===== src/rtl/bp_be_pkg.sv =====
// Shared types for the backend stride detector: FSM states, stride-table entry layout and
// a stride sign-extension helper.
package bp_be_pkg;

    localparam int unsigned vaddr_width_p  = 39;
    localparam int unsigned stride_width_p = 12;
    localparam int unsigned conf_width_p   = 2;

    typedef enum logic [1:0] {
        e_idle,
        e_discover,
        e_wait_cnt,
        e_prefetch
    } bp_be_stride_state_e;

    typedef struct packed {
        logic                      v;
        logic [vaddr_width_p-1:0]  tag;
        logic [vaddr_width_p-1:0]  last_addr;
        logic [stride_width_p-1:0] stride;
        logic [conf_width_p-1:0]   conf;
    } bp_be_stride_entry_s;

    function automatic logic [vaddr_width_p-1:0] sext_stride(input logic [stride_width_p-1:0] s);
        return {{(vaddr_width_p - stride_width_p){s[stride_width_p-1]}}, s};
    endfunction

endpackage


===== src/rtl/bp_be_stride_table.sv =====
// Direct-mapped, PC-indexed stride table trained on committed loads; exports the post-update
// confidence of the trained entry and the fields of the locked entry.
module bp_be_stride_table
    import bp_be_pkg::*;
#(
    parameter int unsigned entries_p = 4,
    localparam int unsigned idx_width_lp = $clog2(entries_p)
) (
    input  logic                      clk_i,
    input  logic                      reset_i,
    input  logic                      train_v_i,
    input  logic [vaddr_width_p-1:0]  pc_i,
    input  logic [vaddr_width_p-1:0]  eaddr_i,
    input  logic                      lock_v_i,
    input  logic [idx_width_lp-1:0]   lock_idx_i,
    output logic                      upd_v_o,
    output logic [idx_width_lp-1:0]   upd_idx_o,
    output logic [conf_width_p-1:0]   upd_conf_o,
    output logic [vaddr_width_p-1:0]  locked_last_addr_o,
    output logic [stride_width_p-1:0] locked_stride_o,
    output logic [conf_width_p-1:0]   locked_conf_o
);

    bp_be_stride_entry_s tbl_q [entries_p];
    bp_be_stride_entry_s cur_entry, upd_entry;
    logic [vaddr_width_p-1:0] delta;
    logic hit, fits, match;

    assign upd_idx_o = pc_i[2 +: idx_width_lp];
    assign cur_entry = tbl_q[upd_idx_o];
    assign hit       = cur_entry.v && (cur_entry.tag == pc_i);
    assign delta     = eaddr_i - cur_entry.last_addr;
    // Delta fits when every bit above the stride sign bit matches it.
    assign fits      = (&delta[vaddr_width_p-1:stride_width_p-1])
                    || ~(|delta[vaddr_width_p-1:stride_width_p-1]);
    assign match     = fits && (delta != '0) && (delta[stride_width_p-1:0] == cur_entry.stride);

    always_comb begin
        upd_entry = cur_entry;
        upd_v_o   = 1'b0;
        if (train_v_i) begin
            if (hit) begin
                upd_v_o             = 1'b1;
                upd_entry.last_addr = eaddr_i;
                if (match) begin
                    if (cur_entry.conf != '1) upd_entry.conf = cur_entry.conf + 1'b1;
                end else begin
                    upd_entry.stride = fits ? delta[stride_width_p-1:0] : '0;
                    upd_entry.conf   = '0;
                end
            end else if (!(lock_v_i && (upd_idx_o == lock_idx_i))) begin
                // The locked entry must not be evicted while the detector is busy.
                upd_v_o   = 1'b1;
                upd_entry = '{v: 1'b1, tag: pc_i, last_addr: eaddr_i, stride: '0, conf: '0};
            end
        end
    end

    assign upd_conf_o         = upd_entry.conf;
    assign locked_last_addr_o = tbl_q[lock_idx_i].last_addr;
    assign locked_stride_o    = tbl_q[lock_idx_i].stride;
    assign locked_conf_o      = tbl_q[lock_idx_i].conf;

    always_ff @(posedge clk_i) begin
        if (reset_i) begin
            for (int i = 0; i < int'(entries_p); i++) tbl_q[i] <= '0;
        end else if (upd_v_o) begin
            tbl_q[upd_idx_o] <= upd_entry;
        end
    end

endmodule


===== src/rtl/bp_be_stride_detector.sv =====
// Loop-count discovery producer: detects constant-stride committed loads, hands off to loop
// inference, then issues the accepted number of stride prefetches.
module bp_be_stride_detector
    import bp_be_pkg::*;
#(
    parameter int unsigned entries_p        = 4,
    parameter int unsigned start_thresh_p   = 1,
    parameter int unsigned confirm_thresh_p = 3,
    parameter int unsigned output_range_p   = 8,
    parameter int unsigned max_pf_p         = 16
) (
    input  logic                      clk_i,
    input  logic                      reset_i,
    input  logic                      commit_v_i,
    input  logic                      commit_load_i,
    input  logic [vaddr_width_p-1:0]  commit_pc_i,
    input  logic [vaddr_width_p-1:0]  commit_eaddr_i,
    output logic                      start_discovery_o,
    output logic                      confirm_discovery_o,
    output logic [vaddr_width_p-1:0]  striding_pc_o,
    input  logic [output_range_p-1:0] remaining_iter_i,
    input  logic                      v_i,
    output logic                      yumi_o,
    output logic                      pf_v_o,
    output logic [vaddr_width_p-1:0]  pf_vaddr_o,
    input  logic                      pf_ready_and_i,
    output logic                      busy_o
);

    localparam int unsigned idx_width_lp = $clog2(entries_p);
    localparam int unsigned cnt_width_lp = (output_range_p > $clog2(max_pf_p + 1))
                                         ? output_range_p : $clog2(max_pf_p + 1);

    bp_be_stride_state_e state_q, state_d;

    logic                      upd_v;
    logic [idx_width_lp-1:0]   upd_idx, lock_idx_q;
    logic [conf_width_p-1:0]   upd_conf, locked_conf;
    logic [vaddr_width_p-1:0]  locked_last_addr, pc_q, pf_addr_q;
    logic [stride_width_p-1:0] locked_stride, stride_q;
    logic [cnt_width_lp-1:0]   cnt_q, cnt_in, iter_ext;

    bp_be_stride_table #(
        .entries_p(entries_p)
    ) table_u (
        .clk_i              (clk_i),
        .reset_i            (reset_i),
        .train_v_i          (commit_v_i && commit_load_i),
        .pc_i               (commit_pc_i),
        .eaddr_i            (commit_eaddr_i),
        .lock_v_i           (state_q != e_idle),
        .lock_idx_i         (lock_idx_q),
        .upd_v_o            (upd_v),
        .upd_idx_o          (upd_idx),
        .upd_conf_o         (upd_conf),
        .locked_last_addr_o (locked_last_addr),
        .locked_stride_o    (locked_stride),
        .locked_conf_o      (locked_conf)
    );

    assign iter_ext = cnt_width_lp'(remaining_iter_i);
    assign cnt_in   = (iter_ext > cnt_width_lp'(max_pf_p)) ? cnt_width_lp'(max_pf_p) : iter_ext;

    always_comb begin
        state_d           = state_q;
        start_discovery_o = 1'b0;
        yumi_o            = 1'b0;
        unique case (state_q)
            e_idle: begin
                if (upd_v && (upd_conf >= conf_width_p'(start_thresh_p))) begin
                    start_discovery_o = 1'b1;
                    state_d           = e_discover;
                end
            end
            e_discover: begin
                if (locked_conf >= conf_width_p'(confirm_thresh_p)) state_d = e_wait_cnt;
                else if (locked_conf == '0)                        state_d = e_idle;
            end
            e_wait_cnt: begin
                if (v_i) begin
                    yumi_o  = 1'b1;
                    state_d = (cnt_in == '0) ? e_idle : e_prefetch;
                end
            end
            e_prefetch: begin
                if (pf_ready_and_i && (cnt_q == cnt_width_lp'(1))) state_d = e_idle;
            end
            default: state_d = e_idle;
        endcase
        if (reset_i) begin
            start_discovery_o = 1'b0;
            yumi_o            = 1'b0;
        end
    end

    always_ff @(posedge clk_i) begin
        if (reset_i) begin
            state_q    <= e_idle;
            lock_idx_q <= '0;
            pc_q       <= '0;
            pf_addr_q  <= '0;
            stride_q   <= '0;
            cnt_q      <= '0;
        end else begin
            state_q <= state_d;
            if (start_discovery_o) begin
                lock_idx_q <= upd_idx;
                pc_q       <= commit_pc_i;
            end
            // Stride is captured at hand-off so later training cannot disturb the prefetch walk.
            if (yumi_o) begin
                cnt_q     <= cnt_in;
                stride_q  <= locked_stride;
                pf_addr_q <= locked_last_addr + sext_stride(locked_stride);
            end else if (pf_v_o && pf_ready_and_i) begin
                cnt_q     <= cnt_q - 1'b1;
                pf_addr_q <= pf_addr_q + sext_stride(stride_q);
            end
        end
    end

    assign confirm_discovery_o = (state_q == e_wait_cnt);
    assign pf_v_o              = (state_q == e_prefetch);
    assign busy_o              = (state_q != e_idle);
    assign striding_pc_o       = pc_q;
    assign pf_vaddr_o          = pf_addr_q;

endmodule


===== config.mk =====
export PLATFORM = sky130hd
export DESIGN_NAME = bp_be_stride_detector
export DESIGN_NICKNAME = d
export VERILOG_FILES = /design/src/rtl/bp_be_pkg.sv /design/src/rtl/bp_be_stride_table.sv /design/src/rtl/bp_be_stride_detector.sv
export SDC_FILE = /design/constraint.sdc
export NUM_CORES = 1
export LEC_CHECK = 0
export BUFFER_PORTS_ARGS = -buffer_cell sky130_fd_sc_hd__clkbuf_2
export CORE_MARGIN = 2
export CORE_UTILIZATION = 62
export CTS_CLUSTER_SIZE = 24
export DETAILED_ROUTE_END_ITERATION = 10
export PLACE_DENSITY = 0.78
export SYNTH_ARGS = -nofsm -noshare
export SYNTH_HDL_FRONTEND = slang
export SYNTH_SLANG_ARGS = --single-unit

===== constraint.sdc =====
create_clock -name clk_i -period 16.4 [get_ports clk_i]
set_clock_uncertainty 0.1 [all_clocks]
set_input_delay 3.28 -clock clk_i [delete_from_list [all_inputs] [get_ports clk_i]]
set_output_delay 3.28 -clock clk_i [all_outputs]
set_load 0.02 [all_outputs]

# Word level (Yosys, flattened, before mapping)
# Memory sizes are Yosys's and may differ from the RTL's. A register that Yosys moved wholly into a read port is not among the register bits.
# Index checks and enable logic that the tools add are counted.
# word_totals
ff_bits	102
ram_bits	372
input_bits	92
output_inout_bits	83
wordCells	86
n_memories	1
# memory_table
name	depth	width	rd	rd_clocked_by_memory_dff	write_ports	line	rtl
table_u.tbl_q	4	93	2	1	4	bp_be_stride_table.sv:24	bp_be_stride_entry_s tbl_q [entries_p];
# classes
n_addsub	5
magnitude_cmp	3
n_eq_ne	12
n_mux	39
n_bitwise	1
n_reduce_logical	19
# ops
cell	n
$mux 93	3
$reduce_or 93->1	1
$add 39x39->39	2
$mux 39	2
$mux 53	1
$mux 40	1
$eq 39x39->1	1
$reduce_bool 39->1	1
$sub 39x39->39	1
$reduce_and 28->1	1
$reduce_or 28->1	1
$mux 12	2
$mux 8	3
$mux 2	11
$mux 1	15
$eq 12x12->1	1
$eq 8x1->1 const B	1
$gt 8x5->1 const B	1
$logic_and 1x1->1	8
$logic_not 8->1	1
$pmux 2 s4	1
$sub 8x1->8 const B	1
$eq 2x2->1 const B	2
$logic_not 2->1	2
12 further kinds	15

# Logic depth before layout (Yosys ltp)
# Gate-level depths: netlist of run 1.
# An unclocked memory read counts as a cell.
# logic_depth
depth_word	17
depth_mapped	24
depth_no_buf	16

# By module
# A second synthesis of run 1 with hierarchy kept.
# unflattened
hier_cells	2741
area_unflattened_um2	29625.9
# by_module_without_submodules
module	instances	cells_per_inst	area_each_um2	seq_area_each_um2
bp_be_stride_table	1	1663	21338.0	11170.7
bp_be_stride_detector	1	1078	8287.9	2042.0

# Worst setup path after synthesis of run 1
# OpenSTA, ideal clock, no wires.
# synth_timing
kind	input-to-output
startpoint	in commit_pc_i[2]
endpoint	out start_discovery_o
t_arrival_ns	9.248
required_ns	13.020
slack_ns	3.772
cell_stages	21
path_buffers	6
cell_sequence	buf_2 > buf_6 > buf_6 > buf_2 > clkbuf_1 > clkbuf_1 > mux4_2 > ha_1 > fa_1 > nand2b_1 > a21oi_1 > o211ai_2 > o211ai_1 > a21oi_1 > xnor2_1 > nor4_1 > nand4_1 > nor4_1 > a21o_1 > nand2_1 > nor4_1
# synth_between
elab_chain_len	15
elab_cells_between_ends	29
# synth_rtl
element	line	rtl
from (decl)	bp_be_stride_detector.sv:16	input logic [vaddr_width_p-1:0] commit_pc_i,
$mem_v2 4x93	--	
$sub 39x39->39	bp_be_stride_table.sv:32	assign delta = eaddr_i - cur_entry.last_addr;
$reduce_or 28->1	bp_be_stride_table.sv:35	|| ~(|delta[vaddr_width_p-1:stride_width_p-1]);
$not 1->1	bp_be_stride_table.sv:35	
$logic_or 1x1->1	bp_be_stride_table.sv:35	
$logic_and 1x1->1 (2 in a row)	bp_be_stride_table.sv:36	assign match = fits && (delta != '0) && (delta[stride_width_p-1:0] == cur_entry.stride);
$mux 2	bp_be_stride_table.sv:45	if (match) begin
$mux 53	bp_be_stride_table.sv:42	if (hit) begin
$mux 93	bp_be_stride_table.sv:41	if (train_v_i) begin
$ge 2x1->1	bp_be_stride_detector.sv:70	if (upd_v && (upd_conf >= conf_width_p'(start_thresh_p))) begin
$logic_and 1x1->1 *	bp_be_stride_detector.sv:70	
$mux 1 *	bp_be_stride_detector.sv:70	
$mux 1 *	bp_be_stride_detector.sv:68	unique case (state_q)
$mux 1 *	bp_be_stride_detector.sv:90	if (reset_i) begin
to (decl)	bp_be_stride_detector.sv:18	output logic start_discovery_o,
# Every way passes the cells marked *; elsewhere a longest branch is shown, timed or not.

# Worst setup path after layout of run 1
# Same ends and word-level chain as after synthesis.

==> summary.txt, run 1 <==
DRT Pass-1 Iters - 6
Met3 Wirelength - 8270 um
Sequential Power Share - 47.3%
Worst-path clk slew - 0.06 ns
Final #Nets - 2862
Vias/cell - 6.58
synthesis-stage register bit count - 474
Area Overhead vs Synth - 10.1%
DR top layer - met4
routed vias - 21675
mapped cell area - 28400 um2
Cell Area, Placed - 29800 um2
final hold viol count - 0
worst relative slew slack - 17.7%
fin crit share - 78.6%
Hold Crit Depth - 2
Syn Inst Count - 2525
aggregate negative setup slack - 0 ns
final instance area - 31300 um2
Period minus WS final - 12.89 ns
Synth Warn # - 0
maximum vdd drop - 0.0998 mV
core area - 45300 um2
commonest cells after routing, fill and taps aside - 372 x edfxtp_1, 326 x nor2_1, 171 x clkbuf_2
CP Data Required Time - 13.02 ns
postcts setup bufs - 0
Routed wire per std cell - 23.4 um
first-pass GRT wire length - 119000 um
Worst Hold Slack - 0.366 ns
IO buf count - 174
CTS Hold Buffers Added - 0
CTS Buffer Depth - 3
Routed WL - 77200 um
gp weighted congestion - 0.912
placed cells - 3199
later-pin clock latency in the skew report - 0.62 ns
DR DRC count - 0
CTS buffer count - 49
GRT Residual Overflow - 0
peak fanout along the critical path - 57
Synth Flop Type - edfxtp_1
IO Count - 175
crit path launch type - input pin
initial antenna violation count - 4
Net Sw Power - 0.785 mW
CP arrival - 9.51 ns
DIE AREA - 47600 um2
slew of the pin with the lowest slew margin - 1.23 ns
Post-DP HPWL - 52200 um
commonest non-fill, non-tap cell in the layout - edfxtp_1
TritonCTS Sinks - 474
CP endpoint kind - output port
DIE WIDTH - 218 um
final setup fails - 0
wire length on met2 - 35300 um
DRT antenna net count - 0
share of layout cells above drive strength 1 - 16.9%
Gate power share - 15.5%
status - finished, final reports clean
Die Y - 218 um
Hold Path Origin - stride_q[3]$_SDFFE_PP0P_
Post-synth EDFFs - 372
sequential share of the synthesized area - 46.5%
worst r2r src - table_u.tbl_q[2][65]$_SDFFCE_PN0P_
worst r2r path cells - 12
Initial Util - 62.8%
GRT Total Usage - 32.6%
Sw Ratio - 27.4%
Peak Freq - 0.0776 GHz
CTS tree - built
RSZ-0062 raised after global routing - no
non-filler cells, final - 3292
leading area contributor after synthesis - edfxtp_1
Hold Path Sink - stride_q[3]$_SDFFE_PP0P_
post-synth top area share - 39.3%
CTS resizes - 0
Final Max Slew Viols - 0
fraction of power consumed by the clock network - 37.2%
CTS H-tree lvls - 2
Int Power - 2.08 mW
PnR Total Power - 2.87 mW
number of global-route vias before repair - 21218
Worst R2R Setup Slack - 9.62 ns
Initial DRC Count - 2422
Avg Cell Area, Syn - 11.3 um2
root buffer cell - clkbuf_16
cell area power density - 91.6 nW/um2
M1 WL - 31800 um
max-cap violations - 0
post-synth cell types - 83
largest net degree at the start of global routing - 94
ranking of synthesized cells by area - edfxtp_1 39%, mux4_2 11%, dfxtp_1 7.2%
class of the worst hold path - reg2reg
leakage - 12.4 nW
FF-to-FF End - table_u.tbl_q[1][48]$_SDFFCE_PN0P_
Row Count - 78
Async S/R FF share, synth - 0%
CP Class - in2out
==> state kept, by name (all words and copies together) (netlist names), named ones only <==
register,count
cnt_q,8
lock_idx_q,1
pf_vaddr_o,39
stride_q,12
table_u.tbl_q,372
striding_pc_o,38
state_q,2
==> worst max-delay path by stage <==
stage | slack (ns) | start | cells past startpoint | to
after floorplan | 3.77 | commit_pc_i[2] | 21 | start_discovery_o
after global placement | 3.69 | commit_pc_i[2] | 18 | start_discovery_o
after detailed placement | 3.58 | commit_pc_i[2] | 18 | start_discovery_o
after CTS | 3.54 | commit_pc_i[2] | 18 | start_discovery_o
after global routing | 2.95 | commit_pc_i[2] | 18 | start_discovery_o
final | 3.51 | commit_pc_i[2] | 18 | start_discovery_o
==> cell type report <==
class                      count  area (um2)
multi-input combinational   1841       14400
sequential                   474       13200
timing repair buffer         202        1090
clock buffer                  65        1310
clock inverter                24         204
antenna                        4        10.0
tap                          600         751
fill                        3341       14000
inverter                      82         308
==> layer usage <==
metal  track usage (%)  vias to the layer above
li1                  -                     9800
met1              46.1                    10648
met2              50.2                     1105
met3              8.00                      122
met4              9.37                        0
met5                 0                        -
==> cells in the mapped netlist (16+ instances only) <==
library cell	instances
ha_1	117
buf_2	22
a21oi_1	151
nand4_1	32
nand3_1	35
o211ai_1	19
o21ai_0	59
a211oi_1	34
clkbuf_1	89
nand2_1	139
mux2i_1	82
edfxtp_1	372
xor2_1	48
and2_1	121
inv_1	82
nor3_1	34
nor4_1	19
nand2b_1	17
or3_1	18
o22ai_1	18
mux4_2	145
nor2_1	327
nor2b_1	16
dfxtp_1	102
and3_1	63
a32o_1	17
xnor2_1	95
a21o_1	55
==> stage by stage <==
stage | setup slack (ns) | utilization [%]
after floorplan | 3.77 | -
after global placement | 3.69 | 65.8
after detailed placement | 3.58 | 65.8
after CTS | 3.54 | 69.1
after global routing | 2.95 | 69.1
final | 3.51 | 69.2
==> power by group through the flow <==
stage	clock network (mW)	logic, mW	registers, mW
CTS	1.08	0.437	1.36
global route	1.12	0.480	1.36
detailed placement	0	0.433	1.38
finish	1.07	0.445	1.36
global placement	0	0.432	1.38
floorplan	0	0.303	1.38
==> critical path, stage by stage <==
cell and delay [ns]:
buf_6 0.44, buf_4 0.76, mux4_2 0.59, inv_1 0.07, ha_1 0.29, nand2_1 0.14
o21ai_1 0.43, o211ai_1 0.15, a32o_1 0.31, a2111oi_0 0.65, nand2b_1 0.19, o2111a_1 0.22
nand4_1 0.09, nor4b_2 0.55, a21o_1 0.22, nand2_1 0.11, nor4_1 0.51, clkbuf_2 0.28
==> cell families (layout without fill, tap and decap cells) <==
logic type | Yosys count | count (layout) | synth area share [%]
AO/OA/AOI/OAI | 486 | 486 | 11.5
buffers and inverters | 213 | 373 | 3.07
adder cells (fa/ha/maj) | 120 | 120 | 5.36
XOR/XNOR | 143 | 143 | 4.40
flip-flops | 474 | 474 | 46.5
other | 1 | 8 | 0.0132
AND/OR/NAND/NOR | 858 | 858 | 14.7
multiplexers | 230 | 230 | 14.5
(Power assumes the default switching activity.)
==> inputs of run 2 (changes only) <==
clock period = 12.65 ns   (was 16.4 ns; I/O delays follow)
==> run 2 against run 1 <==
  * Flip-flop and latch count is the same
  * Via count increased by 0.48%
  * Design area up 0.93%
  * Worst hold slack lost 0.0066 ns
  * Register-to-register slack lost 3.5 ns
  * Cell count grew 0.36%
  * First-iteration DRC count rose by 6.1%
==> summary.txt, run 2 (synthesized netlist as in run 1, its figures left out) <==
postcts setup bufs - 0 (unchanged)
peak fanout along the critical path - 52 (-8.8%)
DR DRC count - 0 (unchanged)
TritonCTS Sinks - 474 (unchanged)
CP endpoint kind - output port
CTS H-tree lvls - 2 (unchanged)
leakage - 12.6 nW (+1.3%)
GRT Residual Overflow - 0 (unchanged)
later-pin clock latency in the skew report - 0.62 ns (about the same)
number of flip-flops in the largest register - 372 (unchanged)
CP max-delay cell - nor4_1
initial antenna violation count - 8 (+4)
routed vias - 21779 (+0.48%)
Area Overhead vs Synth - 11.1%
Period minus WS final - 11.15 ns
commonest cells after routing, fill and taps aside - 372 x edfxtp_1, 326 x nor2_1, 171 x clkbuf_2
RSZ-0062 raised after global routing - no
Initial DRC Count - 2570 (+6.1%)
CTS tree - built
worst relative slew slack - 12.7% (-5.0 points)
DRT Pass-1 Iters - 6 (unchanged)
Final Max Slew Viols - 0 (unchanged)
fin crit share - 88.1%
Int Power - 2.86 mW (+37%)
Net Sw Power - 1.02 mW (+30%)
Routed wire per std cell - 23.4 um (-0.14%)
placed cells - 3205 (+0.19%)
Gate power share - 14.8% (-0.7 points)
number of global-route vias before repair - 21247 (+0.14%)
crit path launch type - input pin
largest stage delay on the critical path - 0.67 ns (-0.09 ns)
first-pass GRT wire length - 119000 um (about the same)
core area - 45300 um2 (unchanged)
CTS resizes - 0 (unchanged)
cell area power density - 123 nW/um2 (+34%)
gp weighted congestion - 0.966 (+6.0%)
status - finished, final reports clean
class of the worst hold path - reg2reg
largest net degree at the start of global routing - 94 (unchanged)
share of layout cells above drive strength 1 - 17.2% (+0.30 points)
Sw Ratio - 26.3% (-1.0 points)
CTS buffer count - 51 (+4.1%)
final setup fails - 0 (unchanged)
max-cap violations - 0 (unchanged)
CP arrival - 8.52 ns (-0.99 ns)
DIE AREA - 47600 um2 (unchanged)
non-filler cells, final - 3304 (+0.36%)
crit-path cells - buf_6, mux4_2, ha_1, fa_1, nand2b_1, a21oi_1, o211ai_2, o211ai_1, a31oi_1, xnor2_1, nor4_1, nand4_1, nor4_1, buf_4, a21o_1, nand2_1, nor4_1, clkbuf_2
Final #Nets - 2870 (+0.28%)
Peak Freq - 0.0897 GHz
GRT Total Usage - 32.6% (+0.064 points)
CTS Buffer Depth - 3 (unchanged)
IO buf count - 174 (unchanged)
Worst-path clk slew - 0.06 ns (about the same)
Fill cells - 3290 (-1.5%)
Bufs and invs on worst path - 3 (-1)
Reg with most FFs - table_u.tbl_q
crit-path leading delay family - simple AND/OR/NAND/NOR gates
commonest non-fill, non-tap cell in the layout - edfxtp_1
CTS Hold Buffers Added - 0 (unchanged)
Sequential Power Share - 45.3% (-2.0 points)
fraction of power consumed by the clock network - 39.9% (+2.7 points)
Vias/cell - 6.59 (+0.11%)
DRT antenna net count - 0 (unchanged)
Die Y - 218 um (unchanged)
Worst R2R Setup Slack - 6.10 ns (-3.52 ns)
most frequent CP cell - nor4_1
slew of the pin with the lowest slew margin - 1.28 ns (+0.0452 ns)
maximum vdd drop - 0.116 mV (+16%)
CP Data Required Time - 10.02 ns (-3.00 ns)
IO Count - 175 (unchanged)
final hold viol count - 0 (unchanged)
Initial Util - 62.8% (unchanged)
DIE WIDTH - 218 um (unchanged)
Post-DP HPWL - 52500 um (+0.47%)
Row Count - 78 (unchanged)
aggregate negative setup slack - 0 ns (unchanged)
Routed WL - 77300 um (+0.22%)
root buffer cell - clkbuf_16
CP Class - in2out
## run 2: final cells by class
| type | count | area, um2 | share of cell area (%) |
|---|---|---|---|
| multi-input cells | 1841 | 14400 | 45.6 |
| flip-flops and latches | 474 | 13200 | 41.8 |
| repair buffers | 208 | 1160 | 3.68 |
| diodes | 5 | 12.5 | 0.0396 |
| clock buffers | 67 | 1420 | 4.49 |
| clock inverters | 27 | 313 | 0.990 |
| well taps | 600 | 751 | 2.38 |
| inverters | 82 | 308 | 0.974 |
## run 2: stage by stage
step	util, %	setup WS, ns	power (mW)	cell area [um2]	hold slack (ns)
2_1_floorplan	-	0.876	2.18	28400	0.340
3_3_place_gp	65.9	1.71	2.34	29900	0.352
3_5_place_dp	65.9	1.72	2.35	29900	0.354
4_1_cts	69.8	1.68	3.88	31600	0.363
5_1_grt	69.8	1.27	4.00	31600	0.377
6_report	69.8	1.50	3.88	31600	0.360
## run 2: routing by layer
metal | GRT usage, % | share of wire (%) | wire length, um
met1 | 45.6 | 41 | 31700
met2 | 50.1 | 46 | 35200
met3 | 8.95 | 11 | 8570
met4 | 9.34 | 2.3 | 1760
met5 | 1.46 | 0.13 | 99
## run 2: path summary, 6_finish.rpt
check	start	endpoint	depth (start not counted)
setup / recovery	commit_pc_i[2]	start_discovery_o	18
hold / removal	stride_q[3]$_SDFFE_PP0P_	stride_q[3]$_SDFFE_PP0P_	2
setup reg to reg	table_u.tbl_q[3][65]$_DFFE_PP_	table_u.tbl_q[2][8]$_SDFFCE_PN0P_	15
hold reg to reg	stride_q[3]$_SDFFE_PP0P_	stride_q[3]$_SDFFE_PP0P_	2
## run 2: tightest hold or removal path: stages (launching register included)
cell     delay [ns]
dfxtp_1        0.31
nand2_1        0.05
a21oi_1        0.05
## run 2: power groups by stage
| stage | logic, mW | clock network [mW] | registers, mW |
|---|---|---|---|
| after floorplan | 0.393 | 0 | 1.79 |
| final | 0.573 | 1.55 | 1.76 |
| after global routing | 0.621 | 1.61 | 1.76 |
| after global placement | 0.552 | 0 | 1.78 |
| after detailed placement | 0.558 | 0 | 1.79 |
| after CTS | 0.563 | 1.56 | 1.76 |
==> inputs of run 3 (changes only) <==
CAP_MARGIN = 10   (was unset)
CORE_UTILIZATION = 56   (was 62)
CTS_BUF_LIST = sky130_fd_sc_hd__clkbuf_4 sky130_fd_sc_hd__clkbuf_8 sky130_fd_sc_hd__clkbuf_16   (was unset)
PLACE_DENSITY = 0.74   (was 0.78)
clock period = 9.2 ns   (was 12.65 ns; I/O delays follow)
==> run 3 against run 2 <==
  * Die area rose by 11%
  * Sequential power rose by 37%
  * Worst setup slack got worse by 1.2 ns
  * Worst hold slack improved by 0.0038 ns
  * Count of clock-buffer cells in the layout rose by 1
  * Flip-flop and latch count did not move
  * Register-to-register slack got worse by 2.8 ns
  * Core utilization fell by 6.0 points
  * Combinational power rose by 42%
  * Power rose by 38%
  * Sequential share of layout area fell by 0.49 points
  * Non-clock buffer count rose by 23
  * Largest cell class unchanged
==> summary.txt, run 3 (synthesized netlist as in run 1, its figures left out) <==
status - finished, final reports clean
CTS buffer count - 51 (unchanged)
wire length on met2 - 35900 um (+1.8%)
gp weighted congestion - 0.960 (-0.65%)
root buffer cell - clkbuf_16
RSZ-0062 raised after global routing - no
Vias/cell - 6.38 (-3.3%)
leakage - 12.8 nW (+1.3%)
final core occ - 63.7% (-6.0 points)
largest net degree at the start of global routing - 67 (-29%)
routed vias - 21671 (-0.50%)
later-pin clock latency in the skew report - 0.61 ns (about the same)
Cell Area, Placed - 30200 um2 (+1.2%)
largest stage delay on the critical path - 0.57 ns (-0.10 ns)
final instance area - 32000 um2 (+1.2%)
first-pass GRT wire length - 121000 um (+2.0%)
CTS H-tree lvls - 2 (unchanged)
class of the worst hold path - reg2reg
Initial Util - 56.7% (-6.1 points)
aggregate negative setup slack - 0 ns (unchanged)
TritonCTS Sinks - 474 (unchanged)
Initial DRC Count - 2452 (-4.6%)
Worst-path clk slew - 0.06 ns (about the same)
commonest non-fill, non-tap cell in the layout - edfxtp_1
DR top layer - met5
cell area power density - 167 nW/um2 (+36%)
worst relative slew slack - 31.2% (+19 points)
CTS tree - built
IO Count - 175 (unchanged)
most frequent CP cell - a21oi_1
Row Count - 82 (+5.1%)
initial antenna violation count - 6 (-2)
number of flip-flops in the largest register - 372 (unchanged)
Period minus WS final - 8.85 ns
number of global-route vias before repair - 21274 (+0.13%)
DRT antenna net count - 0 (unchanged)
CP endpoint kind - output port
DIE WIDTH - 229 um (+5.1%)
Peak Freq - 0.113 GHz
maximum vdd drop - 0.139 mV (+20%)
crit path launch type - input pin
CP Data Required Time - 7.26 ns (-2.76 ns)
DIE AREA - 52600 um2 (+11%)
DRT Pass-1 Iters - 6 (unchanged)
final hold viol count - 0 (unchanged)
Post-DP HPWL - 53800 um (+2.6%)
Final #Nets - 2893 (+0.80%)
Routed wire per std cell - 22.9 um (-2.1%)
fin crit share - 96.2%
CP Class - in2out
commonest cells after routing, fill and taps aside - 372 x edfxtp_1, 326 x nor2_1, 171 x clkbuf_2
M1 WL - 32900 um (+3.9%)
Area Overhead vs Synth - 12.5%
CP arrival - 6.91 ns (-1.61 ns)
CTS Buffer Depth - 3 (unchanged)
slew of the pin with the lowest slew margin - 1.03 ns (-0.245 ns)
share of layout cells above drive strength 1 - 18.5% (+1.3 points)
Final Max Slew Viols - 0 (unchanged)
final setup fails - 0 (unchanged)
GRT Residual Overflow - 0 (unchanged)
DR DRC count - 0 (unchanged)
max-cap violations - 0 (unchanged)
core area - 50200 um2 (+11%)
Die Y - 229 um (+5.1%)
Met3 Wirelength - 7140 um (-17%)
IO buf count - 174 (unchanged)
Fill cells - 3894 (+18%)
postcts setup bufs - 0 (unchanged)
crit-path cells - buf_6, mux4_2, ha_1, fa_1, nand2b_1, a21oi_1, o211ai_2, o211ai_1, a21oi_1, xnor2_1, nor4_1, nand4_1, nor4_2, a21o_1, nand2_1, nor4_4, clkbuf_2
peak fanout along the critical path - 22 (-58%)
CP max-delay cell - mux4_2
GRT Total Usage - 29.5% (-3.1 points)
Routed WL - 77900 um (+0.70%)
Reg with most FFs - table_u.tbl_q
## run 3: changes by cell type in the layout (fill, tap and decap cells not counted), moves of 2 or more
cell,previous run,this run
inv_6,0,3
buf_4,34,51
bufinv_16,6,4
clkinvlp_4,0,3
clkbuf_4,0,10
clkinv_1,7,4
clkinv_2,12,8
buf_12,2,8
nor4_1,19,17
clkbuf_1,10,0
## run 3: final cells by class
| type | count | area [um2] | area share [%] |
|---|---|---|---|
| multi-input combinational | 1841 | 14400 | 45.1 |
| sequential | 474 | 13200 | 41.3 |
| clock buffer | 68 | 1470 | 4.60 |
| timing repair buffer | 231 | 1410 | 4.41 |
| tap | 672 | 841 | 2.63 |
| inverter | 82 | 308 | 0.962 |
| clock inverter | 26 | 285 | 0.892 |
| antenna | 5 | 12.5 | 0.0391 |
## run 3: repair_timing
action                     in CTS  in global routing
setup endpoints to repair       0                  1
gates resized for setup         0                  1
hold endpoints to repair        0                  0
hold buffers                    0                  0
## run 3: power breakdown
group | leakage, nW | internal (mW) | total, mW | switching [mW]
registers | 4.68 | 2.39 | 2.42 | 0.0313
clock network | 0.870 | 1.24 | 2.13 | 0.880
logic | 7.22 | 0.304 | 0.811 | 0.507
## run 3: critical path: cells and delay by family
kind | cells | cell delay, ns
and+or+nand+nor | 6 | 1.72
AOI/OAI and AO/OA | 5 | 1.37
adders and majority gates | 2 | 0.66
muxes | 1 | 0.57
buffers and inverters | 2 | 0.52
xor gates and xnor gates | 1 | 0.21
## run 3: per-stage QoR
stage               power, mW  hold slack [ns]  worst slack [ns]  std cells
global placement         3.24            0.354             0.522       3300
global route             5.52            0.386            0.0551       3399
detailed placement       3.25            0.357             0.345       3300
finish                   5.35            0.363             0.350       3399
CTS                      5.36            0.365             0.336       3394
floorplan                3.00            0.340             0.111       2528
## run 3: path summary, 6_finish.rpt
kind / to / slack (ns) / depth (start not counted) / start
max reg2reg: pf_vaddr_o[36]$_SDFFE_PP0P_ / 3.27 / 17 / register
min reg2reg: stride_q[6]$_SDFFE_PP0P_ / 0.36 / 2 / stride_q[6]$_SDFFE_PP0P_
min: stride_q[6]$_SDFFE_PP0P_ / 0.36 / 2 / stride_q[6]$_SDFFE_PP0P_
max: start_discovery_o / 0.35 / 17 / commit_pc_i[2]
## run 3: routing by layer
layer | global-route usage, % | vias to the layer above
li1 | - | 9854
met1 | 41.8 | 10632
met2 | 46.3 | 1042
met3 | 5.63 | 141
met4 | 9.29 | 2
met5 | 0 | -
